`src/rtl/pipe_pkg.sv`:
```
// Shared definitions for the pipeline hazard/control unit: state encoding and
// default widths, plus the $v0 service code the upstream decoder treats as halt.
package pipe_pkg;

  localparam int unsigned CNT_W_DEF = 32;
  localparam int unsigned REG_W_DEF = 5;
  localparam int unsigned HALT_CODE = 10;

  typedef enum logic {
    ST_RUN  = 1'b0,
    ST_HALT = 1'b1
  } state_t;

endpackage

```
`src/rtl/stat_counter.sv`:
```
// Free-running statistic counter with enable and synchronous clear; wraps modulo 2^W.
module stat_counter #(
  parameter int unsigned W = 32
) (
  input  logic         i_clk,
  input  logic         i_clr,
  input  logic         i_en,
  output logic [W-1:0] o_cnt
);

  logic [W-1:0] r_cnt;

  always_ff @(posedge i_clk) begin
    if (i_clr) begin
      r_cnt <= '0;
    end else if (i_en) begin
      r_cnt <= r_cnt + 1'b1;
    end
  end

  assign o_cnt = r_cnt;

endmodule

```
`src/rtl/pipeline_ctrl.sv`:
```
// Hazard and stage-control unit for the 5-stage MIPS pipe: load-use stalls,
// redirect flushes, halting-syscall freeze with resume, and run statistics.
module pipeline_ctrl
  import pipe_pkg::*;
#(
  parameter int unsigned CNT_W = CNT_W_DEF,
  parameter int unsigned REG_W = REG_W_DEF
) (
  input  logic             clk,
  input  logic             clr,
  input  logic [REG_W-1:0] rs_id,
  input  logic [REG_W-1:0] rt_id,
  input  logic             use_rs_id,
  input  logic             use_rt_id,
  input  logic             memtoreg_ex,
  input  logic             regwrite_ex,
  input  logic [REG_W-1:0] write_reg_ex,
  input  logic             redirect_ex,
  input  logic             halt_ex,
  input  logic             go,
  output logic             pc_en,
  output logic             if_id_en,
  output logic             if_id_flush,
  output logic             id_ex_en,
  output logic             id_ex_flush,
  output logic             ex_mem_en,
  output logic             mem_wb_en,
  output logic             halted,
  output logic [CNT_W-1:0] cycle_cnt,
  output logic [CNT_W-1:0] stall_cnt,
  output logic [CNT_W-1:0] flush_cnt
);

  state_t r_state;
  logic   r_halted;
  logic   r_resume;

  logic w_run;
  logic w_lu;
  logic w_halt_take;
  logic w_stall_inc;
  logic w_flush_inc;

  assign w_run = (r_state == ST_RUN);

  assign w_lu = memtoreg_ex & regwrite_ex & (write_reg_ex != '0) &
                ((use_rs_id & (rs_id == write_reg_ex)) | (use_rt_id & (rt_id == write_reg_ex)));

  // The first cycle after resume still sees the syscall in EX; ignore it there.
  assign w_halt_take = w_run & ~r_resume & halt_ex;
  assign w_flush_inc = w_run & ~w_halt_take & redirect_ex;
  assign w_stall_inc = w_run & ~w_halt_take & ~redirect_ex & w_lu;

  always_ff @(posedge clk) begin
    if (clr) begin
      r_state  <= ST_RUN;
      r_halted <= 1'b0;
      r_resume <= 1'b0;
    end else begin
      unique case (r_state)
        ST_RUN: begin
          r_resume <= 1'b0;
          if (w_halt_take) begin
            r_state  <= ST_HALT;
            r_halted <= 1'b1;
          end
        end
        ST_HALT: begin
          if (go) begin
            r_state  <= ST_RUN;
            r_halted <= 1'b0;
            r_resume <= 1'b1;
          end
        end
        default: begin
          r_state  <= ST_RUN;
          r_halted <= 1'b0;
          r_resume <= 1'b0;
        end
      endcase
    end
  end

  always_comb begin
    pc_en       = 1'b0;
    if_id_en    = 1'b0;
    if_id_flush = 1'b0;
    id_ex_en    = 1'b0;
    id_ex_flush = 1'b0;
    ex_mem_en   = 1'b0;
    mem_wb_en   = 1'b0;
    if (w_run) begin
      ex_mem_en = 1'b1;
      mem_wb_en = 1'b1;
      if (w_halt_take) begin
        pc_en    = 1'b0;
        if_id_en = 1'b0;
        id_ex_en = 1'b0;
      end else begin
        pc_en    = 1'b1;
        if_id_en = 1'b1;
        id_ex_en = 1'b1;
        if (redirect_ex) begin
          if_id_flush = 1'b1;
          id_ex_flush = 1'b1;
        end else if (w_lu) begin
          pc_en       = 1'b0;
          if_id_en    = 1'b0;
          id_ex_flush = 1'b1;
        end
        if (r_resume) begin
          id_ex_flush = 1'b1;
        end
      end
    end
  end

  assign halted = r_halted;

  stat_counter #(.W(CNT_W)) u_cycle_cnt (
    .i_clk (clk),
    .i_clr (clr),
    .i_en  (w_run),
    .o_cnt (cycle_cnt)
  );

  stat_counter #(.W(CNT_W)) u_stall_cnt (
    .i_clk (clk),
    .i_clr (clr),
    .i_en  (w_stall_inc),
    .o_cnt (stall_cnt)
  );

  stat_counter #(.W(CNT_W)) u_flush_cnt (
    .i_clk (clk),
    .i_clr (clr),
    .i_en  (w_flush_inc),
    .o_cnt (flush_cnt)
  );

endmodule

```
`config.mk`:
```
export PLATFORM = sky130hd
export DESIGN_NAME = pipeline_ctrl
export DESIGN_NICKNAME = d
export VERILOG_FILES = /design/src/rtl/pipe_pkg.sv /design/src/rtl/stat_counter.sv /design/src/rtl/pipeline_ctrl.sv
export SDC_FILE = /design/constraint.sdc
export NUM_CORES = 1
export LEC_CHECK = 0
export CELL_PAD_IN_SITES_DETAIL_PLACEMENT = 1
export CELL_PAD_IN_SITES_GLOBAL_PLACEMENT = 2
export CORE_UTILIZATION = 33
export DETAILED_ROUTE_END_ITERATION = 7
export DONT_BUFFER_PORTS = 1
export PLACE_DENSITY = 0.86
export SLEW_MARGIN = 0
export SYNTH_ARGS = -nofsm -noshare
export SYNTH_HDL_FRONTEND = slang
export SYNTH_SLANG_ARGS = --single-unit
```
`constraint.sdc`:
```
create_clock -name clk -period 2.4 [get_ports clk]
set_clock_uncertainty 0.2 [all_clocks]
set_input_delay 0.24 -clock clk [delete_from_list [all_inputs] [get_ports clk]]
set_output_delay 0.24 -clock clk [all_outputs]
set_load 0.02 [all_outputs]
```
==> results.tsv, run 1 <==
stage	metric	value	unit
critical_path	critical_path_class	input pin to primary output	
pwr	p_leak	2.11	nW
sta	fmax	433	MHz
outcome	status	complete, no violations	
clock_tree	htree_levels	3	
layout	utilization	42.6	%
layout	final_common_cell	dfxtp_1	
place	gp_congestion	0.747	
yosys	netlist_area	4850	µm²
route	vias	4580	
layout	mostFrequentLayoutCells	dfxtp_1, buf_4, nor2_1	
pwr	power-per-cell-area	575	nW/µm²
sta	post-route-period-util	96.2	%
critical_path	critPathArrivalTime	1870	ps
clock_tree	cts_buffers	9	
sta	drv_slew	0	
layout	diodes	0	
pwr	p_int	0.00265	W
layout	design_area	6000	µm²
pwr	p_sw_share	23.2	%
global_routing	grt_pass1_wl	23700	µm
sta	hold_violations	0	
yosys	yosys.cell_types.count	49	
layout	drive_gt1_share	19.7	%
global_routing	grt_pass1_vias	4854	
sta	setup_slack	91.1	ps
floorplanning	core	14100	µm²
global_routing	grt_max_degree	101	
layout	n_fill_cell	1665	
clock_tree	cts.sinks	99	
sta	finalSetupViolations	0	
yosys	ys.warnings.count	0	
route	routed_wl	14800	µm
floorplanning	rows	43	
floorplanning	boundaryPins	128	
place	dpl_cell_area	5570	µm²
route	vias_per_cell	5.61	
route	drt-initial-drc-count	233	
place	post-place-ws	-5.51	ps
route	ant_nets	0	
route	routedWlPerCell	18.1	µm
layout	syn_to_final_growth	23.9	%
sta	relSlewSlack	63.4	%
route	drt_first_pass_iters	4	
clock_tree	insertion_delay	350	ps
critical_path	cp-end-kind	primary output	
sta	rsz0062_at_grt	false	
yosys	synth_seq_cells	99	
yosys	syn_nets	593	
hold_path	min_path_type	input pin to flop	
pwr	pwr-share-comb	6.2	%
global_routing	grt_util_all_layers	19.9	%
pwr	power.total	0.00345	W
place	io_buffer_count	0	
floorplanning	die_h	123	µm
floorplanning	start_util	34.4	%
place	hpwl	10600	µm
global_routing	grt_antenna_before_repair	0	
floorplanning	die_w	123	µm
critical_path	worst_setup_path_start_kind	input pin	
sta	fin_crit	2310	ps
pwr	p_seq_share	48.3	%
route	drcViolationCount	0	
clock_tree	cts_tree	built	
floorplanning	dieArea	15200	µm²
yosys	synthCells	566	
yosys	yosysSeqAreaShare	40.9	%
critical_path	cp.required	1960	ps
clock_tree	clkTransAtPathRegs	70	ps
yosys	synth_area_per_cell	8.56	µm²
clock_tree	clk_path_buf_depth	2	
job	cap_violations	0	
pwr	p_clk_share	45.5	%
sta	tns	0	ps
pwr	switchingPower	0.000801	W
layout	nNetsFinal	658	
sta	worstMarginPinSlew	548	ps
global_routing	overflow	0	
clock_tree	cts_root_buffer	clkbuf_16	
critical_path	path_max_fanout	19	
pwr	vdd_drop_max	0.334	mV
worst paths after layout:
path         slack [ps]  cells after the start                               start                                 end
min reg2reg         320                      1                  r_state$_SDFF_PP0_                  r_state$_SDFF_PP0_
min                  40                      4                         redirect_ex  u_stall_cnt.o_cnt[20]$_SDFFE_PP0P_
max                  90                      6                     write_reg_ex[3]                            if_id_en
max reg2reg         140                      6  u_flush_cnt.o_cnt[14]$_SDFFE_PP0P_  u_flush_cnt.o_cnt[31]$_SDFFE_PP0P_
per-stage QoR:
| stage | cells | hold slack, ps |
|---|---|---|
| 5_1_grt | 816 | 67.1 |
| 6_report | 816 | 40.9 |
| 3_3_place_gp | 792 | 116 |
| 3_5_place_dp | 792 | 122 |
| 2_1_floorplan | 566 | 144 |
| 4_1_cts | 815 | 36.3 |
final cells by class:
class | instances | area, µm² | share of cell area (%)
flip-flops and latches | 99 | 1990 | 33.2
inverters | 11 | 41.3 | 0.688
clock inverters | 6 | 90.1 | 1.50
clock buffers | 10 | 229 | 3.81
repair buffers | 87 | 717 | 11.9
multi-input cells | 423 | 2710 | 45.1
well taps | 180 | 225 | 3.75
state kept, by name, indices dropped and copies added (netlist names):
| name | cells |
|---|---|
| u_flush_cnt.o_cnt | 32 |
| halted | 1 |
| r_state | 1 |
| r_resume | 1 |
| u_cycle_cnt.o_cnt | 32 |
| u_stall_cnt.o_cnt | 32 |
cell usage after synthesis (all sizes together):
| master | n | area [µm²] |
|---|---|---|
| a211oi | 1 | 7.51 |
| a21oi | 34 | 170 |
| a31o | 2 | 17.5 |
| a32oi | 1 | 8.76 |
| and2 | 3 | 18.8 |
| and2b | 1 | 8.76 |
| and3 | 10 | 66.3 |
| and4 | 9 | 78.8 |
| buf | 9 | 52.5 |
| clkbuf | 24 | 100 |
| dfxtp | 99 | 1980 |
| ha | 3 | 37.5 |
| inv | 11 | 41.3 |
| mux2 | 6 | 67.6 |
| mux2i | 2 | 20.0 |
| nand2 | 25 | 93.8 |
| nand2b | 3 | 18.8 |
| nand3 | 35 | 175 |
| nand4 | 35 | 225 |
| nand4b | 4 | 35.0 |
| nand4bb | 1 | 11.3 |
| nor2 | 77 | 289 |
| nor2b | 7 | 43.8 |
| nor3 | 11 | 60.1 |
| nor3b | 1 | 7.51 |
| nor4 | 15 | 109 |
| nor4b | 2 | 17.5 |
| o211a | 1 | 10.0 |
| o211ai | 1 | 7.51 |
| o21ai | 6 | 30.0 |
| o31a | 2 | 17.5 |
| o31ai | 26 | 195 |
| or2 | 1 | 6.26 |
| or2b | 1 | 8.76 |
| or3 | 4 | 25.0 |
| or4 | 28 | 214 |
| xnor2 | 25 | 219 |
| xor2 | 40 | 350 |
critical path, cell delays in order:
cell and delay, ps:
xor2_1 140, nor4_1 440, a32oi_4 310, buf_4 280
o31a_1 290, buf_12 150
logic make-up (layout without fill, tap and decap cells):
family                   Yosys count  in the layout  synth area share (%)
adder cells (fa/ha/maj)            3              3                 0.774
flip-flops                        99             99                  40.9
XOR/XNOR                          65             65                  11.7
AND/OR/NAND/NOR                  273            273                  31.2
multiplexers                       8              8                  1.81
buffers and inverters             44            114                  4.00
AO/OA/AOI/OAI                     74             74                  9.58
power by group through the flow:
stage	combinational, W	sequential (W)	clock (W)
after global placement	0.000166	0.00170	0
after CTS	0.000213	0.00167	0.00162
final	0.000215	0.00167	0.00157
after floorplan	0.000118	0.00172	0
after global routing	0.000234	0.00167	0.00167
after detailed placement	0.000171	0.00170	0
what timing repair did:
action | in CTS | in global routing
gates resized for setup | 1 | 6
pin swaps | 0 | 1
endpoints found under the hold margin | 99 | 0
setup endpoints to repair | 3 | 13
setup buffers | 0 | 1
hold buffers | 7 | 0
per-layer routing:
layer / track usage [%] / wire, µm / part of all wire (%)
met1: 22.2 / 6100 / 41
met2: 35.0 / 7470 / 51
met3: 6.09 / 933 / 6.3
met4: 7.98 / 264 / 1.8
met5: 0 / 0 / 0
(Power assumes the default switching activity.)
==> run 2: changes to the inputs <==
--- a/config.mk
+++ b/config.mk
@@ -7,10 +7,10 @@
 export LEC_CHECK = 0
 export CELL_PAD_IN_SITES_DETAIL_PLACEMENT = 1
 export CELL_PAD_IN_SITES_GLOBAL_PLACEMENT = 2
-export CORE_UTILIZATION = 33
+export CORE_UTILIZATION = 30
 export DETAILED_ROUTE_END_ITERATION = 7
 export DONT_BUFFER_PORTS = 1
-export PLACE_DENSITY = 0.86
+export PLACE_DENSITY = 0.8
 export SLEW_MARGIN = 0
 export SYNTH_ARGS = -nofsm -noshare
 export SYNTH_HDL_FRONTEND = slang
==> constraint.sdc (replaced) <==
create_clock -name clk -period 2.4 [get_ports clk]
set_clock_uncertainty 0.2 [all_clocks]
set_input_delay 0.24 -clock clk [delete_from_list [all_inputs] [get_ports clk]]
set_output_delay 0.24 -clock clk [all_outputs]
set_load 0.01 [all_outputs]
==> results.tsv, run 2 (synthesized netlist as in run 1, its figures left out) <==
stage	metric	value	unit
layout	regArea	1980	µm²
pwr	p_clk_share	49.4	%
place	io_buffer_count	0	
sta	tns	0	ps
floorplanning	die_h	129	µm
pwr	p_leak	1.97	nW
sta	fmax	435	MHz
layout	syn_to_final_growth	20.4	%
critical_path	crit_top_cell	nor2_1	
sta	rsz0062_at_grt	false	
pwr	p_sw_share	21.2	%
global_routing	grt_pass1_vias	4444	
clock_tree	clkTransAtPathRegs	70	ps
pwr	vdd_drop_max	0.327	mV
clock_tree	cts.sinks	99	
outcome	status	complete, no violations	
global_routing	grt_max_degree	100	
pwr	pwr-share-comb	4.6	%
global_routing	grt_antenna_before_repair	0	
sta	relSlewSlack	61.2	%
floorplanning	core	15800	µm²
critical_path	cp-end-kind	flop	
clock_tree	cts_root_buffer	clkbuf_16	
critical_path	cpLargestDelayFamily	simple AND/OR/NAND/NOR gates	
sta	drv_slew	0	
place	gp_congestion	0.798	
floorplanning	start_util	30.6	%
place	hpwl	9970	µm
floorplanning	die_w	129	µm
floorplanning	boundaryPins	128	
sta	worstMarginPinSlew	580	ps
clock_tree	clk_path_buf_depth	2	
layout	mostFrequentLayoutCells	dfxtp_1, nor2_1, buf_4	
critical_path	cp_cell_sequence	buf_4 -> nand4b_1 -> or2_2 -> nor2_1 -> xnor2_1 -> nor2_1 -> dlygate4sd3_1	
global_routing	grt_pass1_wl	22400	µm
route	vias	4426	
critical_path	worst_setup_path_start_kind	flop	
route	drt_first_pass_iters	4	
critical_path	path_buf_inv	2	
layout	drive_gt1_share	14.2	%
critical_path	max_stage_delay	550	ps
floorplanning	dieArea	16700	µm²
layout	nNetsFinal	628	
sta	post-route-period-util	95.8	%
critical_path	reg2reg_from	r_state$_SDFF_PP0_	
sta	fin_crit	2300	ps
layout	final_common_cell	dfxtp_1	
route	drcViolationCount	0	
layout	diodes	0	
clock_tree	insertion_delay	350	ps
pwr	p_int	0.00286	W
layout	n_fill_cell	1842	
global_routing	overflow	0	
critical_path	critical_path_class	flop to flop	
critical_path	setup.worst_path.start	r_state$_SDFF_PP0_	
route	ant_nets	0	
global_routing	grt_util_all_layers	17.0	%
layout	multiInputGateArea	2700	µm²
clock_tree	cts_buffers	9	
critical_path	slowest_stage	dlygate4sd3_1	
pwr	power-per-cell-area	622	nW/µm²
route	routed_wl	14300	µm
route	drt-initial-drc-count	121	
route	routedWlPerCell	17.4	µm
pwr	p_seq_share	46.1	%
route	vias_per_cell	5.39	
clock_tree	cts_tree	built	
clock_tree	htree_levels	3	
sta	hold_violations	0	
hold_path	min_from	clr	
pwr	switchingPower	0.000771	W
job	cap_violations	0	
critical_path	cp.required	2440	ps
hold_path	min_path_type	input pin to flop	
sta	finalSetupViolations	0	
floorplanning	rows	46	
layout	utilization	36.9	%
critical_path	path_max_fanout	10	
critical_path	critPathArrivalTime	2340	ps
==> run 2: cell count changes in the layout (fill, tap and decap cells not counted), sizes merged <==
cell      change
buf          -30
clkinvlp      -1
clkinv        -2
bufinv        +2
==> run 2: metrics by stage <==
step	instance area (µm²)	total power (W)	setup slack, ps	hold slack (ps)	std cells
after floorplan	4850	0.00182	128	144	566
after global placement	5350	0.00184	176	121	794
after detailed placement	5350	0.00184	67.4	124	794
after CTS	5800	0.00367	30.4	3.35	816
after global routing	5840	0.00375	5.56	12.6	821
final	5840	0.00363	101	15.4	821
==> run 2: final timing paths <==
path | endpoint | slack (ps) | cells past startpoint
setup / recovery | u_cycle_cnt.o_cnt[7]$_SDFFE_PP0N_ | 100 | 7
hold / removal | u_flush_cnt.o_cnt[25]$_SDFFE_PP0P_ | 20 | 2
setup reg to reg | u_cycle_cnt.o_cnt[7]$_SDFFE_PP0N_ | 100 | 7
hold reg to reg | r_resume$_SDFFE_PP0P_ | 330 | 2
==> run 2: area by class of cell <==
type                            instances  area share (%)
Sequential cell                        99            34.0
Timing Repair Buffer                   57            8.14
Clock buffer                           10            4.09
Multi-Input combinational cell        423            46.3
Clock inverter                          5            2.14
Tap cell                              216            4.63
Inverter                               11           0.707
==> run 2: worst register-to-register path, cell delays in order, from the launching register on <==
cell and delay [ps]:
dfxtp_1 330, buf_4 180, nand4b_1 230, or2_2 370
nor2_1 140, xnor2_1 130, nor2_1 60, dlygate4sd3_1 550
==> run 2: timing repair <==
item | 4_1_cts | 5_1_grt
resized for setup | 0 | 1
hold buffers | 7 | 0
endpoints found under the setup margin | 0 | 7
endpoints found under the hold margin | 99 | 0
buffers inserted | 0 | 5
==> run 2: per-layer routing <==
metal	vias to the layer above	share of wire, %	GRT usage [%]
met5	-	0	0
met1	2177	41	18.9
met3	15	7.4	5.41
met4	0	1.7	6.44
li1	2119	-	-
met2	115	50	30.3
==> run 2: power by group through the flow <==
stage                     sequential [W]  combinational (W)  clock, W
after floorplan                  0.00171           0.000110         0
after global placement           0.00171           0.000127         0
after detailed placement         0.00171           0.000134         0
after CTS                        0.00167           0.000169   0.00183
after global routing             0.00167           0.000182   0.00190
final                            0.00167           0.000166   0.00179
==> run 3: changes to the inputs <==
--- a/config.mk
+++ b/config.mk
@@ -5,12 +5,12 @@
 export SDC_FILE = /design/constraint.sdc
 export NUM_CORES = 1
 export LEC_CHECK = 0
-export CELL_PAD_IN_SITES_DETAIL_PLACEMENT = 1
-export CELL_PAD_IN_SITES_GLOBAL_PLACEMENT = 2
+export CELL_PAD_IN_SITES_DETAIL_PLACEMENT = 0
+export CELL_PAD_IN_SITES_GLOBAL_PLACEMENT = 1
 export CORE_UTILIZATION = 30
 export DETAILED_ROUTE_END_ITERATION = 7
 export DONT_BUFFER_PORTS = 1
-export PLACE_DENSITY = 0.8
+export PLACE_DENSITY = 0.68
 export SLEW_MARGIN = 0
 export SYNTH_ARGS = -nofsm -noshare
 export SYNTH_HDL_FRONTEND = slang
==> results.tsv, run 3 (synthesized netlist as in run 1, its figures left out) <==
stage	metric	value	unit
pwr	switchingPower	0.000748	W
route	vias	4325	
place	io_buffer_count	0	
critical_path	max_stage_delay	590	ps
place	hpwl	9180	µm
layout	drive_gt1_share	14.3	%
place	post-place-ws	142	ps
sta	rsz0062_at_grt	false	
global_routing	grt_pass1_wl	20700	µm
clock_tree	insertion_delay	340	ps
pwr	p_seq_share	49.7	%
global_routing	grt_pass1_vias	4218	
place	dpl_cell_area	5380	µm²
critical_path	cpLargestDelayFamily	simple AND/OR/NAND/NOR gates	
route	routedWlPerCell	16.0	µm
sta	relSlewSlack	63.6	%
layout	syn_to_final_growth	19.8	%
pwr	pwr-share-comb	5.1	%
critical_path	cp-end-kind	flop	
clock_tree	clk_path_buf_depth	2	
global_routing	grt_util_all_layers	15.8	%
pwr	p_sw_share	22.2	%
layout	final_common_cell	dfxtp_1	
route	drt-initial-drc-count	174	
route	wl_met3	1070	µm
floorplanning	boundaryPins	128	
route	met1_length	5500	µm
sta	finalSetupViolations	0	
sta	setup_slack	122	ps
layout	diodes	0	
route	ant_nets	0	
route	routed_wl	13200	µm
sta	fin_crit	2280	ps
route	drcViolationCount	0	
critical_path	path_buf_inv	1	
pwr	vdd_drop_max	0.332	mV
sta	worstMarginPinSlew	541	ps
job	cap_violations	0	
sta	tns	0	ps
critical_path	critical_path_class	flop to flop	
hold_path	min_path_type	input pin to flop	
route	vias_per_cell	5.26	
pwr	p_clk_share	45.2	%
global_routing	grt_antenna_before_repair	0	
hold_path	min_from	clr	
clock_tree	cts_tree	built	
critical_path	setup.worst_path.start	u_flush_cnt.o_cnt[16]$_SDFFE_PP0P_	
floorplanning	die_w	129	µm
sta	hold_violations	0	
route	dr.max_layer_used	met4	
outcome	status	complete, no violations	
critical_path	critPathArrivalTime	2300	ps
clock_tree	cts.sinks	99	
critical_path	path_max_fanout	6	
floorplanning	core	15800	µm²
clock_tree	cts_root_buffer	clkbuf_16	
global_routing	grt_max_degree	100	
floorplanning	die_h	129	µm
route	route.met2.wl	6330	µm
clock_tree	cts_buffers	9	
place	gp_congestion	0.792	
clock_tree	htree_levels	3	
pwr	p_int	0.00262	W
floorplanning	rows	46	
critical_path	cp.required	2420	ps
critical_path	worst_setup_path_start_kind	flop	
layout	nNetsFinal	629	
critical_path	cp_cell_sequence	nand2_1 -> or4_4 -> nor4_4 -> buf_4 -> nand4_1 -> mux2_1	
clock_tree	clkTransAtPathRegs	70	ps
pwr	power-per-cell-area	580	nW/µm²
sta	drv_slew	0	
sta	fmax	439	MHz
layout	mostFrequentLayoutCells	dfxtp_1, nor2_1, buf_4	
layout	design_area	5810	µm²
global_routing	overflow	0	
critical_path	reg2reg_from	u_flush_cnt.o_cnt[16]$_SDFFE_PP0P_	
critical_path	slowest_stage	or4_4	
sta	post-route-period-util	94.9	%
route	drt_first_pass_iters	4	
pwr	p_leak	1.95	nW
floorplanning	dieArea	16700	µm²
floorplanning	start_util	30.6	%
sta	fin_worst_hold_slack	26.1	ps
==> run 3: worst paths after layout <==
kind | end | slack, ps | depth (start not counted)
setup / recovery | u_flush_cnt.o_cnt[31]$_SDFFE_PP0P_ | 120 | 6
hold reg to reg | u_stall_cnt.o_cnt[31]$_SDFFE_PP0P_ | 330 | 2
setup reg to reg | u_flush_cnt.o_cnt[31]$_SDFFE_PP0P_ | 120 | 6
hold / removal | u_flush_cnt.o_cnt[25]$_SDFFE_PP0P_ | 30 | 2
==> run 3: per-stage QoR <==
stage,cells,utilization [%],total power [W]
6_report,823,36.7,0.00337
5_1_grt,823,36.7,0.00350
4_1_cts,820,36.5,0.00341
3_5_place_dp,797,34.0,0.00185
3_3_place_gp,797,34.0,0.00184
2_1_floorplan,566,-,0.00182
==> run 3: what timing repair did <==
item                                   4_1_cts  5_1_grt
hold buffers                                 7        0
resized for setup                            0        3
endpoints found under the hold margin       99        0
setup endpoints to repair                    0        5
buffers inserted                             0        3
==> run 3: layer usage <==
| metal | global-route usage, % | vias up |
|---|---|---|
| li1 | - | 2126 |
| met3 | 5.16 | 19 |
| met4 | 6.44 | 0 |
| met2 | 27.3 | 116 |
| met1 | 17.9 | 2064 |
| met5 | 0 | - |
==> run 3: power by group through the flow <==
stage	logic [W]	clock network [W]	registers [W]
floorplan	0.000110	0	0.00171
global placement	0.000132	0	0.00171
detailed placement	0.000136	0	0.00171
CTS	0.000176	0.00157	0.00167
global route	0.000193	0.00164	0.00167
finish	0.000173	0.00152	0.00167
==> run 3: cell type report <==
| type | instances | area [µm²] |
|---|---|---|
| Sequential cell | 99 | 1990 |
| Clock buffer | 15 | 278 |
| Clock inverter | 1 | 30.0 |
| Tap cell | 216 | 270 |
| Inverter | 11 | 41.3 |
| Multi-Input combinational cell | 423 | 2710 |
| Timing Repair Buffer | 58 | 495 |
| Fill cell | 1611 | 10000 |
